**src/rtl/keypad_pkg.sv**
```systemverilog
// Shared types and constants for the 4x4 keypad scanner.
package keypad_pkg;

    typedef enum logic [1:0] {
        SCAN     = 2'b00,
        DEBOUNCE = 2'b01,
        PRESSED  = 2'b10,
        RELEASE  = 2'b11
    } state_t;

    localparam logic [2:0] IDLE_COORD = 3'd7;
    localparam int NUM_ROWS = 4;
    localparam int NUM_COLS = 4;

    // Index of the lowest row that reads low (active-low sense); 0 if none.
    function automatic logic [1:0] lowest_low(input logic [NUM_ROWS-1:0] rows);
        lowest_low = 2'd0;
        for (int i = NUM_ROWS - 1; i >= 0; i--) begin
            if (!rows[i]) lowest_low = i[1:0];
        end
    endfunction

endpackage

```
**src/rtl/keypad_scan_tick_gen.sv**
```systemverilog
// Free-running prescaler producing a one-clk tick every SCAN_DIV cycles.
module scan_tick_gen #(
    parameter int SCAN_DIV = 50000
) (
    input  logic clk,
    input  logic rst,
    output logic tick
);

    localparam int CW = (SCAN_DIV > 1) ? $clog2(SCAN_DIV) : 1;
    localparam logic [CW-1:0] LAST = CW'(SCAN_DIV - 1);

    logic [CW-1:0] count;

    always_ff @(posedge clk or posedge rst) begin
        if (rst) begin
            count <= '0;
        end else if (count == LAST) begin
            count <= '0;
        end else begin
            count <= count + CW'(1);
        end
    end

    assign tick = (count == LAST);

endmodule

```
**src/rtl/keypad_scan.sv**
```systemverilog
// 4x4 active-low matrix scanner with tick-based debounce, reporting the held
// key as row/col coordinates (7/7 when idle).
module keypad_scan
    import keypad_pkg::*;
#(
    parameter int SCAN_DIV = 50000,
    parameter int DEB_CNT  = 10
) (
    input  logic                clk,
    input  logic                rst,
    input  logic [NUM_ROWS-1:0] key_row_in,
    output logic [NUM_COLS-1:0] key_col_out,
    output logic [2:0]          row,
    output logic [2:0]          col,
    output logic                key_down,
    output logic                key_press
);

    localparam int DW = $clog2(DEB_CNT + 1);
    localparam logic [DW-1:0] DEB_MAX = DW'(DEB_CNT);

    logic                tick;
    logic [NUM_ROWS-1:0] sync1;
    logic [NUM_ROWS-1:0] sync2;
    state_t              state;
    state_t              state_next;
    logic [1:0]          cidx;
    logic [1:0]          cidx_next;
    logic [1:0]          ridx;
    logic [1:0]          ridx_next;
    logic [DW-1:0]       deb;
    logic [DW-1:0]       deb_next;
    logic [DW-1:0]       deb_inc;
    logic [2:0]          row_next;
    logic [2:0]          col_next;
    logic                down_next;
    logic                press_next;
    logic                row_high;

    scan_tick_gen #(.SCAN_DIV(SCAN_DIV)) u_tick (
        .clk  (clk),
        .rst  (rst),
        .tick (tick)
    );

    // Row sense is asynchronous to clk; idle (all high) after reset.
    always_ff @(posedge clk or posedge rst) begin
        if (rst) begin
            sync1 <= '1;
            sync2 <= '1;
        end else begin
            sync1 <= key_row_in;
            sync2 <= sync1;
        end
    end

    always_comb begin
        deb_inc  = (deb == DEB_MAX) ? deb : deb + DW'(1);
        row_high = sync2[ridx];
    end

    always_comb begin
        state_next = state;
        cidx_next  = cidx;
        ridx_next  = ridx;
        deb_next   = deb;
        row_next   = row;
        col_next   = col;
        down_next  = key_down;
        press_next = 1'b0;
        if (tick) begin
            case (state)
                SCAN: begin
                    if (sync2 != '1) begin
                        ridx_next  = lowest_low(sync2);
                        deb_next   = '0;
                        state_next = DEBOUNCE;
                    end else begin
                        cidx_next = cidx + 2'd1;
                    end
                end
                DEBOUNCE: begin
                    if (!row_high) begin
                        deb_next = deb_inc;
                        if (deb_inc == DEB_MAX) begin
                            state_next = PRESSED;
                            row_next   = {1'b0, ridx};
                            col_next   = {1'b0, cidx};
                            down_next  = 1'b1;
                            press_next = 1'b1;
                        end
                    end else begin
                        state_next = SCAN;
                        cidx_next  = cidx + 2'd1;
                    end
                end
                PRESSED: begin
                    if (row_high) begin
                        deb_next   = '0;
                        state_next = RELEASE;
                    end
                end
                RELEASE: begin
                    if (row_high) begin
                        deb_next = deb_inc;
                        if (deb_inc == DEB_MAX) begin
                            row_next   = IDLE_COORD;
                            col_next   = IDLE_COORD;
                            down_next  = 1'b0;
                            cidx_next  = cidx + 2'd1;
                            state_next = SCAN;
                        end
                    end else begin
                        state_next = PRESSED;
                    end
                end
                default: state_next = SCAN;
            endcase
        end
    end

    // Column drive is registered from the next column index so it stays glitch-free.
    always_ff @(posedge clk or posedge rst) begin
        if (rst) begin
            state       <= SCAN;
            cidx        <= 2'd0;
            ridx        <= 2'd0;
            deb         <= '0;
            row         <= IDLE_COORD;
            col         <= IDLE_COORD;
            key_down    <= 1'b0;
            key_press   <= 1'b0;
            key_col_out <= 4'b1110;
        end else begin
            state       <= state_next;
            cidx        <= cidx_next;
            ridx        <= ridx_next;
            deb         <= deb_next;
            row         <= row_next;
            col         <= col_next;
            key_down    <= down_next;
            key_press   <= press_next;
            key_col_out <= ~(4'b0001 << cidx_next);
        end
    end

endmodule

```
**config.mk**
```make
export PLATFORM = sky130hd
export DESIGN_NAME = keypad_scan
export DESIGN_NICKNAME = d
export VERILOG_FILES = /design/src/rtl/keypad_pkg.sv /design/src/rtl/keypad_scan_tick_gen.sv /design/src/rtl/keypad_scan.sv
export SDC_FILE = /design/constraint.sdc
export NUM_CORES = 1
export LEC_CHECK = 0
export BUFFER_PORTS_ARGS = -buffer_cell sky130_fd_sc_hd__buf_4
export CORE_UTILIZATION = 55
export DETAILED_ROUTE_END_ITERATION = 7
export HOLD_SLACK_MARGIN = 0.03
export PLACE_DENSITY_LB_ADDON = 0.3
export SKIP_LAST_GASP = 1
export SLEW_MARGIN = 5
export SYNTH_ARGS = -nofsm -noshare
export SYNTH_HDL_FRONTEND = slang
export SYNTH_SLANG_ARGS = --single-unit
```
**constraint.sdc**
```tcl
create_clock -name clk -period 3 [get_ports clk]
set_input_delay 0.6 -clock clk [delete_from_list [all_inputs] [get_ports clk]]
set_output_delay 0.6 -clock clk [all_outputs]
set_load 0.02 [all_outputs]
```
After elaboration in Yosys (flattened, before gate mapping)
Cells that the tools add are included.
{"block": "word_totals", "ff_bits": 46, "inputBits": 6, "output_inout_bits": 12, "wordCells": 82}
{"block": "op_classes", "add_sub_neg": 3, "magnitude_cmp": 1, "n_eq_ne": 15, "shift": 1, "muxes": 43, "bitwise_logic": 1, "reduce_logical": 6}
{"operator": "$mux 2", "count": 15}
{"operator": "$mux 4", "count": 5}
{"operator": "$mux 3", "count": 6}
{"operator": "$add 16x1->16 const B", "count": 1}
{"operator": "$eq 16x16->1 const B", "count": 1}
{"operator": "$mux 16", "count": 1}
{"operator": "$pmux 4 s4", "count": 1}
{"operator": "$ne 2x2->1 const B", "count": 6}
{"operator": "$pmux 3 s2", "count": 2}
{"operator": "$reduce_and 5->1", "count": 2}
{"operator": "$mux 1", "count": 9}
{"operator": "$eq 4x4->1 const B", "count": 2}
{"operator": "$pmux 2 s4", "count": 1}
{"operator": "$ne 3x3->1 const B", "count": 2}
{"operator": "$pmux 2 s3", "count": 1}
{"operator": "$reduce_and 6->1", "count": 1}
{"operator": "$add 4x1->4 const B", "count": 1}
{"operator": "$eq 2x2->1 const B", "count": 2}
{"operator": "$ne 4x4->1 const B", "count": 1}
{"operator": "$not 4->4", "count": 1}
{"operator": "$shl 1x2->4 const A", "count": 1}
{"operator": "$lt 2x3->1 const B", "count": 1}
{"operator": "$reduce_and 3->1", "count": 1}
{"operator": "$add 2x1->2 const B", "count": 1}
{"operator": "5 further kinds", "count": 5}

Longest topological paths before layout
{"block": "depth", "depth_word": 9, "mapped_depth": 7, "ltp_nobuf": 7}

Modules after synthesis
A second synthesis with hierarchy kept.
{"block": "hier_totals", "cells_unflattened": 205, "hier_area_um2": 2274.7}
{"module": "keypad_scan", "n_inst": 1, "cells_per_inst": 135, "area_per_inst_um2": 1477.7}
{"module": "scan_tick_gen", "n_inst": 1, "cells_per_inst": 70, "area_per_inst_um2": 797.0}

Worst setup path before layout
OpenSTA, ideal clock, no wires.
{"block": "synth_timing", "path_type": "flip-flop to flip-flop", "startpoint": "register deb[0]", "endpoint": "register key_col_out[0]", "arrival_ns": 2.138, "required_time_ns": 2.875, "setup_slack_ns": 0.737, "path_stages_with_launch": 8, "path_cell_list": "dfrtp_1 > inv_1 > ha_1 > or4b_1 > o211a_2 > nor4_4 > o21ai_1 > mux2_2"}
{"block": "synth_between", "elab_chain_cells": 9, "word_cells_on_any_way": 10, "classes_between": "1 x add/sub; 2 x eq/ne; 1 x shift; 5 x mux; 1 x bitwise"}
{"item": "from (decl)", "line_no": "keypad_scan.sv:31", "rtl": "logic [DW-1:0] deb;"}
{"item": "from (signal assigned)", "line_no": "keypad_scan.sv:138", "rtl": "deb <= deb_next;"}
{"item": "$add 4x1->4 or $eq 4x4->1 (tied branches)", "line_no": "keypad_scan.sv:58", "rtl": "deb_inc = (deb == DEB_MAX) ? deb : deb + DW'(1);"}
{"item": "$mux 4 *", "line_no": "keypad_scan.sv:58"}
{"item": "$eq 4x4->1 *", "line_no": "keypad_scan.sv:106", "rtl": "if (deb_inc == DEB_MAX) begin"}
{"item": "$mux 2 *", "line_no": "keypad_scan.sv:106"}
{"item": "$mux 2 *", "line_no": "keypad_scan.sv:104", "rtl": "if (row_high) begin"}
{"item": "$pmux 2 s3 *", "line_no": "keypad_scan.sv:72", "rtl": "case (state)"}
{"item": "$mux 2 *", "line_no": "keypad_scan.sv:71", "rtl": "if (tick) begin"}
{"item": "$shl 1x2->4 *", "line_no": "keypad_scan.sv:143", "rtl": "key_col_out <= ~(4'b0001 << cidx_next);"}
{"item": "$not 4->4 *", "line_no": "keypad_scan.sv:143"}
{"item": "to (signal assigned)", "line_no": "keypad_scan.sv:143"}
{"item": "to (decl)", "line_no": "keypad_scan.sv:12", "rtl": "output logic [NUM_COLS-1:0] key_col_out,"}
Mark *: on every way between the ends. The rest lies on a longest branch, timed or not.
A chain may end at the register's enable or synchronous reset.

Worst setup path after layout
Same ends and word-level chain as after synthesis.

==> out/results.env <==
STATUS='finished, final reports clean'
CTS_RESIZED=0
POWER_SWITCHING_SHARE=0.197
WORSTSETUPSTARTPOINTTYPE='flip-flop'
MAXCAPVIOLATIONS=0
FINALCRITPERIODSHARE=0.831
P_LEAK_uW=0.00103
CORE_REGION_AREA_SQ_UM=3720
SYN_AVG_CELL_AREA_SQ_UM=11.0
CTS-ROOT-BUF='clkbuf_8'
IOS=18
SYNTHFLOPTYPE='dfrtp_1'
TIGHTESTPINTRANSITION_PS=865
MAXCLOCKFREQUENCY_MHz=401
FIRST_ITER_VIOLATIONS=147
PORT_BUFFERS=17
CHIPHEIGHT_UM=64.9
DP.CELLS=257
CTS.PATH.MAX_BUFFERS=2
SYNTH_TOP_FAMILY_BY_AREA='simple AND/OR/NAND/NOR gates'
SYNTH_TOP_CELLS_BY_AREA='dfrtp_1 33%, dfstp_2 19%, xor2_1 3.6%, nor2_1 3.3%, nor3_1 3.0%'
DETAIL_ROUTE.FIRST_PASS.ITERATIONS=4
DIEWIDTH_UM=64.9
SYNTHTOPCELLSBYCOUNT='29 x dfrtp_1, 19 x nor2_1, 16 x dfstp_2'
SYNTH-SIMPLE-AREA-SHARE=0.229
P_INT_uW=899
YS_SEQ_AREA_FRAC=0.527
DRTANTENNAVIOLNETS=0
CRITPATHCAPTURETYPE='flip-flop'
NUMBER_OF_BUFFERS_INSERTED_FOR_HOLD_REPAIR_AFTER_CLOCK_TREE_SYNTHESIS=0
STD_CELL_ROWS=22
MIN_DELAY_PATH_DEPTH=0
ANTENNA_CELLS_INSERTED=0
PROPORTION_OF_SYNTHESIZED_AREA_IN_MUX_CELLS=0.0403
HOLDCRITPATHCLASS='reg2reg'
ROUTED_VIAS_INST=5.90
GRT_ANTENNA_BEFORE_REPAIR=0
SETUP.WORST_PATH.CLASS='reg2reg'
WORSTPATHREQUIRED_PS=3180
POSTSYNTH.ASYNCRESETSHARE=1.00
POWER.SHARE.COMBINATIONAL=0.028
STDCELL_COUNT=265
CTS_TREE='yes'
DETAILED_PLACEMENT_HPWL_UM=2980
WIRE_PER_INST_UM=15.4
DIE_AREA_SQ_UM=4210
REPORT.FINAL.SLEW_VIOL_COUNT=0
FINCLKSKEW_PS=10.6
POWER.DENSITY_CELL_AREA_nW_PER_UM2=455
SYN_AREA_SQ_UM=2170
FIRST_GLOBAL_VIAS=1616
DRC=0
SYNTH.TOP_CELL.AREA_SHARE=0.334
NNETSFINAL=225
CTS_H_TREE_DEPTH=2
GRT.TOTAL_USAGE=0.223
SYNTH_XOR_AREA_FRAC=0.0604
NETLIST_INSTANCES=197
YOSYS.AREA.TOP_TYPE='dfrtp_1'
HOLD_VIOL=0
SYNTH-EDFF-COUNT=0
SYNTHTOLAYOUTAREAGROWTH_PCT=13.3
FINAL_LAYOUT_SIZE_SUFFIX_GT1_FRAC=0.253
SETUP_TNS_PS=0
POST_CTS.REPAIR.SETUP_BUFFERS=0
WORST_R2R_PATH_DEPTH=7
CTS_SINKS=45
GRT_MAX_DEGREE=25
YOSYS.CELL_TYPES.COUNT=48
CLK-INSERTION-DELAY-LATE_PS=300
SYNTH-SEQ-CELLS=45
CRIT_PATH_MAX_FANOUT=7
FIN_WS_PS=507
CTS_INSERTED_BUFFERS=5
SETUP-VIOLATIONS-FINAL=0
SYN-NUM-NETS=206
WIRE_LENGTH_OF_THE_FIRST_GLOBAL_ROUTING_PASS_UM=7060
GRT.OVERFLOW.TOTAL=0
FLOP_TO_FLOP_SETUP_SLACK_PS=510
TOTAL_SWITCHING_POWER_uW=220
POWER_TOTAL_uW=1120
PLACE.GP.CONGESTION=0.890
INITIAL_STANDARD_CELL_UTILIZATION_OF_THE_CORE=0.585
MAX-VDD-IR-DROP_mV=0.265
YOSYSWARNINGS=0
ARRIVAL_PS=2670
SEQPWRFRAC=0.555
FINALCRITICALPERIOD_PS=2490
PLACEMENT.SETUP.WORST_SLACK_PS=520
RSZ0062_AT_GRT='false'
YOSYSMOSTFREQUENTCELL='dfrtp_1'
SYNTH_COMPOUND_AREA_FRAC=0.101
CLK_PIN_SLEW_WORST_PATHS_PS=90
MAX_SLEW_MARGIN=0.423
ROUTE.FINAL.WIRE_LENGTH_UM=4090
ADDER_CELL_FRACTION_OF_SYNTH_AREA=0.0173
P_CLK_FRAC=0.418
DR_TOTAL_VIAS=1563
[final cells by class]
cell class	instances	area, sq um
Sequential cell	45	1150
Clock buffer	7	86.3
Multi-Input combinational cell	141	973
Inverter	5	18.8
Tap cell	48	60.1
Timing Repair Buffer	18	148
Clock inverter	1	30.0
Fill cell	287	1250
[routing by layer]
metal  track usage  part of all wire
met5             0                 0
met4        0.0917            0.0093
met3        0.0563             0.032
met2         0.392              0.54
met1         0.255              0.42
[cells in the final DEF (no fill, tap or decap), drive strengths merged, types with 2 or more instances in the layout]
cell / n
or4b: 2
xor2: 9
dfstp: 16
mux2: 4
nand2: 13
ha: 3
nand3: 12
and4: 2
o21ai: 5
nor2b: 2
clkbuf: 7
buf: 18
nor2: 19
dfrtp: 29
o211ai: 5
nand4: 4
mux2i: 2
nand3b: 3
o2bb2a: 2
a21oi: 10
xnor2: 6
nor4bb: 4
nor3: 15
and3: 3
inv: 5
[sequential cells by signal, summed over array words and instances (netlist names), named ones only]
name	cells
key_col_out	4
row	3
key_press	1
sync1	4
cidx	2
sync2	4
key_down	1
deb	4
col	2
ridx	2
u_tick.count	16
state	1
[power groups by stage]
stage | clock (uW) | combinational (uW) | sequential (uW)
finish | 468 | 30.9 | 621
global route | 494 | 35.3 | 622
CTS | 478 | 31.9 | 621
detailed placement | 0 | 31.6 | 632
global placement | 0 | 30.1 | 631
floorplan | 0 | 18.0 | 631
[final timing paths]
path / startpoint / end
worst max-delay path: deb[0] / key_col_out[0]
worst max register to register: deb[0] / key_col_out[0]
worst min-delay path: sync1[2] / sync2[2]
min in group asynchronous: rst / ridx[0]
worst min register to register: sync1[2] / sync2[2]
max in group asynchronous: rst / key_col_out[3]
[critical path, stage by stage, from the launching register on]
cell     delay, ps
dfrtp_1        460
inv_1          120
ha_1           240
or4b_1         530
o211a_2        180
nor4_4         330
o21ai_1        210
mux2_2         310
[cell families after synthesis]
| kind of cell | after synthesis |
|---|---|
| AOI/OAI and AO/OA | 30 |
| xor gates and xnor gates | 15 |
| adders and majority gates | 3 |
| buffers and inverters | 11 |
| DFF | 45 |
| muxes | 7 |
| and+or+nand+nor | 86 |
[per-stage QoR]
stage	hold slack, ps	instance area [sq um]	utilization
finish	345	2460	0.663
CTS	354	2460	0.663
global placement	348	2350	0.631
global route	355	2460	0.663
detailed placement	347	2350	0.631
floorplan	345	2170	-
(Power assumes the default switching activity.)
